<file path="config.mk">
export PLATFORM = sky130hd
export DESIGN_NAME = pipe_hazard_ctrl
export DESIGN_NICKNAME = d
export VERILOG_FILES = /design/src/rtl/pipe_hazard_ctrl_pkg.sv /design/src/rtl/pipe_hazard_ctrl_loaduse.sv /design/src/rtl/pipe_hazard_ctrl.sv
export SDC_FILE = /design/constraint.sdc
export NUM_CORES = 1
export LEC_CHECK = 0
export ABC_AREA = 1
export CAP_MARGIN = 0
export CELL_PAD_IN_SITES_DETAIL_PLACEMENT = 1
export CELL_PAD_IN_SITES_GLOBAL_PLACEMENT = 2
export CORE_MARGIN = 8
export CORE_UTILIZATION = 18
export CTS_BUF_LIST = sky130_fd_sc_hd__clkbuf_16
export CTS_CLUSTER_DIAMETER = 120
export DETAILED_ROUTE_END_ITERATION = 6
export GPL_TIMING_DRIVEN = 0
export PLACE_DENSITY = 0.84
export SLEW_MARGIN = 20
export SYNTH_ARGS = -nofsm -noshare
export SYNTH_HDL_FRONTEND = slang
export SYNTH_SLANG_ARGS = --single-unit
</file>
<file path="constraint.sdc">
create_clock -name clk -period 1.7 [get_ports clk]
set_input_delay 0.255 -clock clk [delete_from_list [all_inputs] [get_ports clk]]
set_output_delay 0.255 -clock clk [all_outputs]
set_load 0.01 [all_outputs]
</file>
<file path="src/rtl/pipe_hazard_ctrl_pkg.sv">
// ---------------------------------------------------------------------------
// pipe_hazard_ctrl_pkg
// Shared definitions for the pipeline hazard controller:
//   - FSM state encodings (RUN / MEM_WAIT / REDIRECT)
//   - pipeline boundary indices into the 4-bit stall/flush vectors
//   - one-hot boundary masks used to build the stall/flush patterns
//   - default register-index width and internal counter width
// ---------------------------------------------------------------------------
package pipe_hazard_ctrl_pkg;

  localparam int REG_ADDR_W_DEF = 5;
  localparam int CNT_W          = 8;

  // Boundary indices into stall_o / flush_o
  localparam int STG_IFID  = 0;
  localparam int STG_IDEX  = 1;
  localparam int STG_EXMEM = 2;
  localparam int STG_MEMWB = 3;

  localparam logic [3:0] BIT_IFID  = 4'(1 << STG_IFID);
  localparam logic [3:0] BIT_IDEX  = 4'(1 << STG_IDEX);
  localparam logic [3:0] BIT_EXMEM = 4'(1 << STG_EXMEM);
  localparam logic [3:0] BIT_MEMWB = 4'(1 << STG_MEMWB);

  typedef enum logic [1:0] {
    ST_RUN      = 2'd0,
    ST_MEM_WAIT = 2'd1,
    ST_REDIRECT = 2'd2
  } hz_state_e;

endpackage

</file>
<file path="src/rtl/pipe_hazard_ctrl_loaduse.sv">
// ---------------------------------------------------------------------------
// pipe_loaduse_detect
// Pure combinational load-use hazard comparator. Flags when the load in EX
// writes a register that the instruction in ID actually reads. Register 0 is
// hard-wired zero, so a load targeting it never creates a dependency.
// Ports:
//   id_rs1_i / id_rs2_i            ID source register indices
//   id_rs1_used_i / id_rs2_used_i  ID instruction reads that source
//   ex_rd_i                        EX destination register index
//   ex_mem_read_i                  EX instruction is a load
//   loaduse_o                      hazard detected this cycle
// ---------------------------------------------------------------------------
module pipe_loaduse_detect
  import pipe_hazard_ctrl_pkg::*;
#(
  parameter int REG_ADDR_W = REG_ADDR_W_DEF
) (
  input  logic [REG_ADDR_W-1:0] id_rs1_i,
  input  logic [REG_ADDR_W-1:0] id_rs2_i,
  input  logic                  id_rs1_used_i,
  input  logic                  id_rs2_used_i,
  input  logic [REG_ADDR_W-1:0] ex_rd_i,
  input  logic                  ex_mem_read_i,
  output logic                  loaduse_o
);

  logic rs1_hit;
  logic rs2_hit;

  assign rs1_hit   = id_rs1_used_i && (id_rs1_i == ex_rd_i);
  assign rs2_hit   = id_rs2_used_i && (id_rs2_i == ex_rd_i);
  assign loaduse_o = ex_mem_read_i && (ex_rd_i != '0) && (rs1_hit || rs2_hit);

endmodule

</file>
<file path="src/rtl/pipe_hazard_ctrl.sv">
// ---------------------------------------------------------------------------
// pipe_hazard_ctrl
// Central stall/flush controller for the 5-stage integer pipeline.
// Resolves, in fixed priority: data-memory wait, trap redirect, branch
// redirect, load-use hazard, instruction-fetch wait / post-redirect bubbles.
// A small FSM inserts fetch bubbles after a redirect and runs a watchdog on
// data-memory waits.
//
// Ports:
//   clk, rst_n              clock, synchronous active-low reset
//   id_rs*/ex_rd/ex_mem_read  load-use detection inputs
//   ex_br_taken_i, trap_i   redirect requests
//   imem_ready_i            fetch data valid
//   dmem_req_i, dmem_ready_i  data-memory handshake
//   pc_stall_o              hold PC
//   stall_o / flush_o       per-boundary controls (bit0 IF/ID .. bit3 MEM/WB)
//   state_o                 FSM state (0 RUN, 1 MEM_WAIT, 2 REDIRECT)
//   mem_timeout_o           one-cycle watchdog pulse
//   perf_stall_cnt_o        cycles with pc_stall_o set (optional)
//   perf_flush_cnt_o        cycles with any flush_o bit set (optional)
//
// Build option: define PIPE_PERF_CNT_EN to instantiate the saturating
// performance counters; otherwise the perf ports are tied to zero.
// ---------------------------------------------------------------------------
module pipe_hazard_ctrl
  import pipe_hazard_ctrl_pkg::*;
#(
  parameter int REG_ADDR_W       = REG_ADDR_W_DEF,
  parameter int REDIRECT_BUBBLES = 1,
  parameter int MEM_TIMEOUT      = 255
) (
  input  logic                  clk,
  input  logic                  rst_n,
  input  logic [REG_ADDR_W-1:0] id_rs1_i,
  input  logic [REG_ADDR_W-1:0] id_rs2_i,
  input  logic                  id_rs1_used_i,
  input  logic                  id_rs2_used_i,
  input  logic [REG_ADDR_W-1:0] ex_rd_i,
  input  logic                  ex_mem_read_i,
  input  logic                  ex_br_taken_i,
  input  logic                  trap_i,
  input  logic                  imem_ready_i,
  input  logic                  dmem_req_i,
  input  logic                  dmem_ready_i,
  output logic                  pc_stall_o,
  output logic [3:0]            stall_o,
  output logic [3:0]            flush_o,
  output logic [1:0]            state_o,
  output logic                  mem_timeout_o,
  output logic [31:0]           perf_stall_cnt_o,
  output logic [31:0]           perf_flush_cnt_o
);

  localparam logic [CNT_W-1:0] BUBBLES_INIT = CNT_W'(REDIRECT_BUBBLES);
  localparam logic [CNT_W-1:0] TIMEOUT_VAL  = CNT_W'(MEM_TIMEOUT);

  hz_state_e        state_q;
  logic [CNT_W-1:0] cnt_q;

  logic       loaduse;
  logic       timeout_hit;
  logic       memwait;
  logic       redirect_ev;
  logic       pc_stall_c;
  logic [3:0] stall_c;
  logic [3:0] flush_c;

  pipe_loaduse_detect #(
    .REG_ADDR_W(REG_ADDR_W)
  ) u_loaduse (
    .id_rs1_i     (id_rs1_i),
    .id_rs2_i     (id_rs2_i),
    .id_rs1_used_i(id_rs1_used_i),
    .id_rs2_used_i(id_rs2_used_i),
    .ex_rd_i      (ex_rd_i),
    .ex_mem_read_i(ex_mem_read_i),
    .loaduse_o    (loaduse)
  );

  // The watchdog fires on the cycle the wait counter reaches the limit; that
  // cycle the memory stall is dropped so the pipeline can take the abort.
  assign timeout_hit = (state_q == ST_MEM_WAIT) && (MEM_TIMEOUT != 0) &&
                       (cnt_q == TIMEOUT_VAL);
  assign memwait     = dmem_req_i && !dmem_ready_i && !timeout_hit;
  assign redirect_ev = trap_i || ex_br_taken_i;

  // Fixed-priority stall/flush selection. Every pattern keeps stall and
  // flush disjoint per boundary because the stage registers let Stall win.
  always_comb begin
    pc_stall_c = 1'b0;
    stall_c    = '0;
    flush_c    = '0;
    if (memwait) begin
      pc_stall_c = 1'b1;
      stall_c    = BIT_IFID | BIT_IDEX | BIT_EXMEM;
      flush_c    = BIT_MEMWB;
    end else if (trap_i) begin
      flush_c    = BIT_IFID | BIT_IDEX | BIT_EXMEM;
    end else if (ex_br_taken_i) begin
      flush_c    = BIT_IFID | BIT_IDEX;
    end else if (loaduse) begin
      pc_stall_c = 1'b1;
      stall_c    = BIT_IFID;
      flush_c    = BIT_IDEX;
    end else if (!imem_ready_i || (state_q == ST_REDIRECT)) begin
      pc_stall_c = !imem_ready_i;
      flush_c    = BIT_IFID;
    end
  end

  // Outputs are forced low while reset is held so nothing leaks out of an
  // uninitialised or stale state register.
  assign pc_stall_o    = rst_n && pc_stall_c;
  assign stall_o       = rst_n ? stall_c : 4'b0000;
  assign flush_o       = rst_n ? flush_c : 4'b0000;
  assign state_o       = rst_n ? state_q : ST_RUN;
  assign mem_timeout_o = rst_n && timeout_hit;

  // Controller FSM. cnt_q is shared: it counts wait cycles in MEM_WAIT and
  // remaining fetch bubbles in REDIRECT. A redirect request while already in
  // REDIRECT (trap from an older instruction) restarts the bubble window.
  always_ff @(posedge clk) begin
    if (!rst_n) begin
      state_q <= ST_RUN;
      cnt_q   <= '0;
    end else begin
      case (state_q)
        ST_RUN: begin
          if (memwait) begin
            state_q <= ST_MEM_WAIT;
            cnt_q   <= CNT_W'(1);
          end else if (redirect_ev && (REDIRECT_BUBBLES > 0)) begin
            state_q <= ST_REDIRECT;
            cnt_q   <= BUBBLES_INIT;
          end
        end
        ST_MEM_WAIT: begin
          if (memwait) begin
            cnt_q <= cnt_q + CNT_W'(1);
          end else begin
            state_q <= ST_RUN;
            cnt_q   <= '0;
          end
        end
        ST_REDIRECT: begin
          if (!memwait) begin
            if (redirect_ev) begin
              cnt_q <= BUBBLES_INIT;
            end else if (cnt_q <= CNT_W'(1)) begin
              state_q <= ST_RUN;
              cnt_q   <= '0;
            end else begin
              cnt_q <= cnt_q - CNT_W'(1);
            end
          end
        end
        default: begin
          state_q <= ST_RUN;
          cnt_q   <= '0;
        end
      endcase
    end
  end

`ifdef PIPE_PERF_CNT_EN
  logic [31:0] perf_stall_q;
  logic [31:0] perf_flush_q;

  // Saturating event counters; they stick at all-ones rather than wrap.
  always_ff @(posedge clk) begin
    if (!rst_n) begin
      perf_stall_q <= '0;
      perf_flush_q <= '0;
    end else begin
      if (pc_stall_o && !(&perf_stall_q)) perf_stall_q <= perf_stall_q + 32'd1;
      if ((|flush_o) && !(&perf_flush_q)) perf_flush_q <= perf_flush_q + 32'd1;
    end
  end

  assign perf_stall_cnt_o = rst_n ? perf_stall_q : 32'd0;
  assign perf_flush_cnt_o = rst_n ? perf_flush_q : 32'd0;
`else
  assign perf_stall_cnt_o = 32'd0;
  assign perf_flush_cnt_o = 32'd0;
`endif

endmodule

</file>
# --- Yosys cells after proc, flatten, opt, wreduce, memory -nomap -nowiden ---
# Cells that the tools add are included.
classes:
  n_addsub: 2
  mul: 0
  div: 0
  magnitude_cmp: 1
  n_eq_ne: 10
  shifts: 0
  muxes: 31
  bitwise: 0
  reduce_logical: 19
op_table:
  columns: ["cell", "n"]
  rows:
  - ["2-to-1 mux 8 bit", 6]
  - ["case mux 8 bit (3 select lines)", 1]
  - ["2-to-1 mux 2 bit", 9]
  - ["2-to-1 mux 4 bit", 4]
  - ["equality test 5 bit", 2]
  - ["logical AND 1 bit", 9]
  - ["2-to-1 mux 1 bit", 9]
  - ["adder 8 x 1 -> 8 bit (second input constant)", 1]
  - ["equality test 8 bit (second input constant)", 1]
  - ["<= comparator 8 x 1 -> 1 bit (second input constant)", 1]
  - ["subtractor 8 x 1 -> 8 bit (second input constant)", 1]
  - ["inequality test 2 bit (second input constant)", 3]
  - ["case mux 2 bit (3 select lines)", 1]
  - ["AND reduction 5 bit", 1]
  - ["nonzero test 5 bit", 1]
  - ["zero test 1 bit", 3]
  - ["logical OR 1 bit", 3]
  - ["2-to-1 mux 3 bit", 1]
  - ["inequality test 3 bit (second input constant)", 1]
  - ["equality test 2 x 1 -> 1 bit (second input constant)", 1]
  - ["equality test 2 bit (second input constant)", 1]
  - ["zero test 2 bit", 1]
  - ["inequality test 2 x 1 -> 1 bit (second input constant)", 1]
  - ["AND reduction 2 bit", 1]
totals:
  reg_bits: 10
  latch_bits: 0
  ram_bits: 0
  mem_bits_ro: 0
  out_inout_bits: 76
  wordCells: 65
  n_memories: 0

# --- Depth between registers and ports, before layout ---
logic_depth:
  ltp_word: 9
  mapped_depth: 11

# --- Modules after synthesis ---
# Synthesis repeated with hierarchy kept, for this count alone.
hier_totals:
  cells_unflattened: 295
  hier_area_um2: 1731.7
modules_own_cells:
  columns: ["module", "instances", "cells_each", "area_per_inst_um2", "seq_area_each_um2"]
  rows:
  - ["pipe_hazard_ctrl", 1, 240, 1515.2, 200.2]
  - ["pipe_loaduse_detect", 1, 55, 216.5, 0.0]

# --- Least setup slack after synthesis ---
# No wires, ideal clock.
synth_timing:
  path_kind: "register to output"
  from: "register cnt_q[0]"
  to: "output flush_o[0]"
  t_arrival_ns: 1.312
  required_ns: 1.445
  path_slack_ns: 0.133
  path_stages_with_launch: 10
  path_buffers: 0
  path_cell_list: "dfxtp_1 > ha_1 > nand2_1 > nor2_4 > nand2_2 > o21ai_2 > nand2_1 > a31oi_1 > nand2_1 > inv_1"
synth_via:
  elab_chain_cells: 6
synth_rtl:
  columns: ["element", "line", "rtl"]
  rows:
  - ["from (decl)", "pipe_hazard_ctrl.sv:58", "logic [CNT_W-1:0] cnt_q;"]
  - ["from (signal assigned)", "pipe_hazard_ctrl.sv:139", "cnt_q <= cnt_q + CNT_W'(1);"]
  - ["from (signal assigned)", "pipe_hazard_ctrl.sv:153", "cnt_q <= cnt_q - CNT_W'(1);"]
  - ["equality test 8 bit", "pipe_hazard_ctrl.sv:83", "(cnt_q == TIMEOUT_VAL);"]
  - ["logical AND 1 bit", "pipe_hazard_ctrl.sv:82", "assign timeout_hit = (state_q == ST_MEM_WAIT) && (MEM_TIMEOUT != 0) &&"]
  - ["zero test 1 bit", "pipe_hazard_ctrl.sv:84", "assign memwait = dmem_req_i && !dmem_ready_i && !timeout_hit;"]
  - ["logical AND 1 bit", "pipe_hazard_ctrl.sv:84", null]
  - ["2-to-1 mux 4 bit", "pipe_hazard_ctrl.sv:93", "if (memwait) begin"]
  - ["2-to-1 mux 4 bit", "pipe_hazard_ctrl.sv:115", "assign flush_o = rst_n ? flush_c : 4'b0000;"]
  - ["to (decl)", "pipe_hazard_ctrl.sv:47", "output logic [3:0] flush_o,"]
# Every way passes these cells.

# --- Final worst setup path ---
layout_timing:
  from: "register cnt_q[0]"
  to: "output flush_o[2]"
# The elaborated chain is that of the path after synthesis.

==> results.md <==
* Starting Density at 18.4%
* Cell at the root of the clock tree: clkbuf_16
* Logic pwr share at 48.5%
* Final Critical Period at 1.96 ns
* Post-route ant nets at 0
* Startpoint Class: register
* Die width at 113 um
* Sequential share of power at 20.7%
* TritonCTS clock tree: done
* Clock sinks at 10
* Vias/cell at 3.71
* Final WS setup at -0.258 ns
* Max Cap Viol at 0
* Clk_lat worst skew at 0.24 ns
* Final core utilization at 30.6%
* Detailed-route DRC error count at 0
* Grt met2 use at 16.2%
* Fillers at 1152
* Int Pwr at 0.864 mW
* Die H at 113 um
* Post-synthesis register bit count at 10
* Num rows at 35
* Post-place setup slack at -0.837 ns
* First-pass GRT wire length at 9.18 mm
* Drt total wl at 5.84 mm
* Number of diodes at 0
* P_sw at 0.500 mW
* Worst Setup End Kind: output pin
* Pwr Density at 487 nW/um^2
* WL/cell at 11.5 um
* Arrival @ worst endpoint at 1.70 ns
* Share of layout cells above drive strength 1 at 39.0%
* Area grow syn2layout at 66.7%
* Initial drt markers at 15
* Leakage at 1.55 nW
* Syn Area/Cell at 6.09 sq um
* Placed wire-length estimate at 4.56 mm
* Met1 Track Usage GR at 9.40%
* CTS Buffer Depth at 2
* Min-delay worst type: register to register
* Final number of setup-violating endpoints at 10
* Setup TNS at -1.71 ns
* Io pins at 101
* Synth Instances at 276
* Final Cell Area at 2800 sq um
* Synthesized cell area at 1680 sq um
* CTS H-Tree Depth at 1
* Core area at 9150 sq um
* Met3 usage at 1.56%
* RePlAce Congestion at 0.774
* WS Path Type: register to output pin
* Final Cycle Share at 115%
* Yosys warnings at 0
* Sw Ratio at 36.7%
* Violated checks: negative setup slack
* Yosys cell types at 34
* GR Util All Layers at 8.66%
* Hold Buf Count CTS at 0
* First-pass detailed-route iteration total at 4
* Total number of vias at 1886
* Vias in the first global route at 1924
* CP required at 1.44 ns
* GR peak layer: met2
* Multi-input logic area at 1200 sq um
* Reg area at 208 sq um
* Sequential area share after synthesis at 11.9%
* Hold WS at 0.510 ns
* Reg clk slew, reported paths at 0.04 ns
* VDD IR max at 0.253 mV
* Clock share of power at 30.8%
* Port bufs at 35
* Hold Violations, Final at 0
* RSZ-0062 raised after global routing: yes
* Initial antenna violation count at 0
* Peak fanout along the critical path at 4
* Largest net degree at the start of global routing at 11
* Final net count at 427
* Inserted Clock Buffers at 3
* Final Max Slew Viols at 0
* Area after DPL at 2410 sq um
* Max Freq at 511 MHz
* Total global routing overflow at 0
* Full die area at 12700 sq um
* Outcome: finished with violations
* Fin Clk Skew at 0.000199 ns
==> path summary, 6_finish.rpt <==
path,to,start,cells after the start,slack [ns]
worst max-delay path,flush_o[2],cnt_q[0]$_SDFFE_PN0P_,10,-0.26
worst min-delay path,cnt_q[6]$_SDFFE_PN0P_,cnt_q[6]$_SDFFE_PN0P_,2,0.51
worst max register to register,cnt_q[6]$_SDFFE_PN0P_,cnt_q[0]$_SDFFE_PN0P_,13,-0.06
worst min register to register,cnt_q[6]$_SDFFE_PN0P_,cnt_q[6]$_SDFFE_PN0P_,2,0.51
==> metal layers <==
layer	share of wire, %	vias to the layer above	routed length [um]
met2	54	53	3130
met1	41	855	2380
met5	0	-	0
met4	1.3	0	76
li1	-	973	-
met3	4.3	5	253
==> cells in the final DEF (no fill, tap or decap), drive strengths merged <==
cell           instances
a211oi                 1
xor2                   6
dfxtp                 10
o22ai                  2
dlymetal6s2s           5
inv                   33
o21ai                 12
nor2                  23
o211a                  1
buf                   98
a31oi                  1
conb                  65
nand2                 72
nor3                   1
dlygate4sd2            2
a21oi                 11
nand3                 18
nor4                   1
clkdlybuf4s50         19
ha                     3
or2                    2
nand4                  6
clkbuf                 4
xnor2                  1
==> repair_timing <==
action,in CTS,in global routing
buffers inserted,14,7
gates resized for setup,77,29
endpoints found under the setup margin,19,16
pin swaps,11,12
==> layout make-up <==
cell class,instances,area share (%)
Clock buffer,3,2.68
Inverter,33,4.60
Sequential cell,10,7.41
Tap cell,111,4.96
Timing Repair Buffer,55,18.5
Multi-Input combinational cell,226,42.7
Buffer,70,19.2
==> power by group through the flow <==
stage	clock network, mW	logic (mW)	registers (mW)
global route	0.448	0.732	0.286
CTS	0.435	0.616	0.281
finish	0.420	0.662	0.283
global placement	0	0.562	0.282
floorplan	0	0.415	0.277
detailed placement	0	0.568	0.283
==> cell families (layout without fill, tap and decap cells) <==
logic type / after synthesis / in the layout / share of synthesized area [%]
compound gates: 28 / 28 / 11.5
flops: 10 / 10 / 11.9
simple gates: 123 / 123 / 32.0
buf+inv: 104 / 161 / 38.5
xor+xnor: 7 / 7 / 3.65
fa+ha+maj: 3 / 3 / 2.23
other cells: 1 / 65 / 0.223
==> through the flow <==
stage	std cells	total power, mW
after global placement	486	0.844
after detailed placement	486	0.851
final	508	1.36
after CTS	502	1.33
after floorplan	340	0.692
after global routing	508	1.47
==> cell usage after synthesis <==
library cell	instances	share of area (%)
o21ai_0	7	2.1
nor4_1	1	0.37
nor2_2	1	0.37
nand4_1	6	2.2
buf_4	67	30
nand3_2	2	1.2
inv_1	25	5.6
o21ai_1	3	0.89
o21ai_2	1	0.52
ha_1	3	2.2
a21oi_2	4	2.1
or2_2	1	0.37
o211a_1	1	0.60
nor3_1	1	0.30
clkinv_2	1	0.30
or2_1	1	0.37
dfxtp_1	10	12
a21oi_4	1	0.97
nor2_4	2	1.3
conb_1	1	0.22
clkbuf_1	1	0.22
nand2_2	1	0.37
nand3_1	16	4.8
a21oi_1	6	1.8
o22ai_1	2	0.74
xor2_1	6	3.1
a211oi_1	1	0.45
nor2_1	20	4.5
a31oi_1	1	0.37
nand2_1	71	16
xnor2_1	1	0.52
inv_2	7	1.6
buf_2	3	0.89
o21ai_4	1	0.97
==> state kept, by name, summed over array words and instances (netlist names) <==
register  count
state_q       2
cnt_q         8
==> critical path, stage by stage (launching register included) <==
cell,delay (ns)
dfxtp_2,0.35
ha_4,0.15
nand2_4,0.05
nor2_4,0.12
nand2_4,0.08
o21ai_4,0.17
nand2_2,0.11
buf_6,0.14
buf_6,0.11
nor2_4,0.07
buf_6,0.11
No activity file was read; power rests on OpenSTA's default activity.
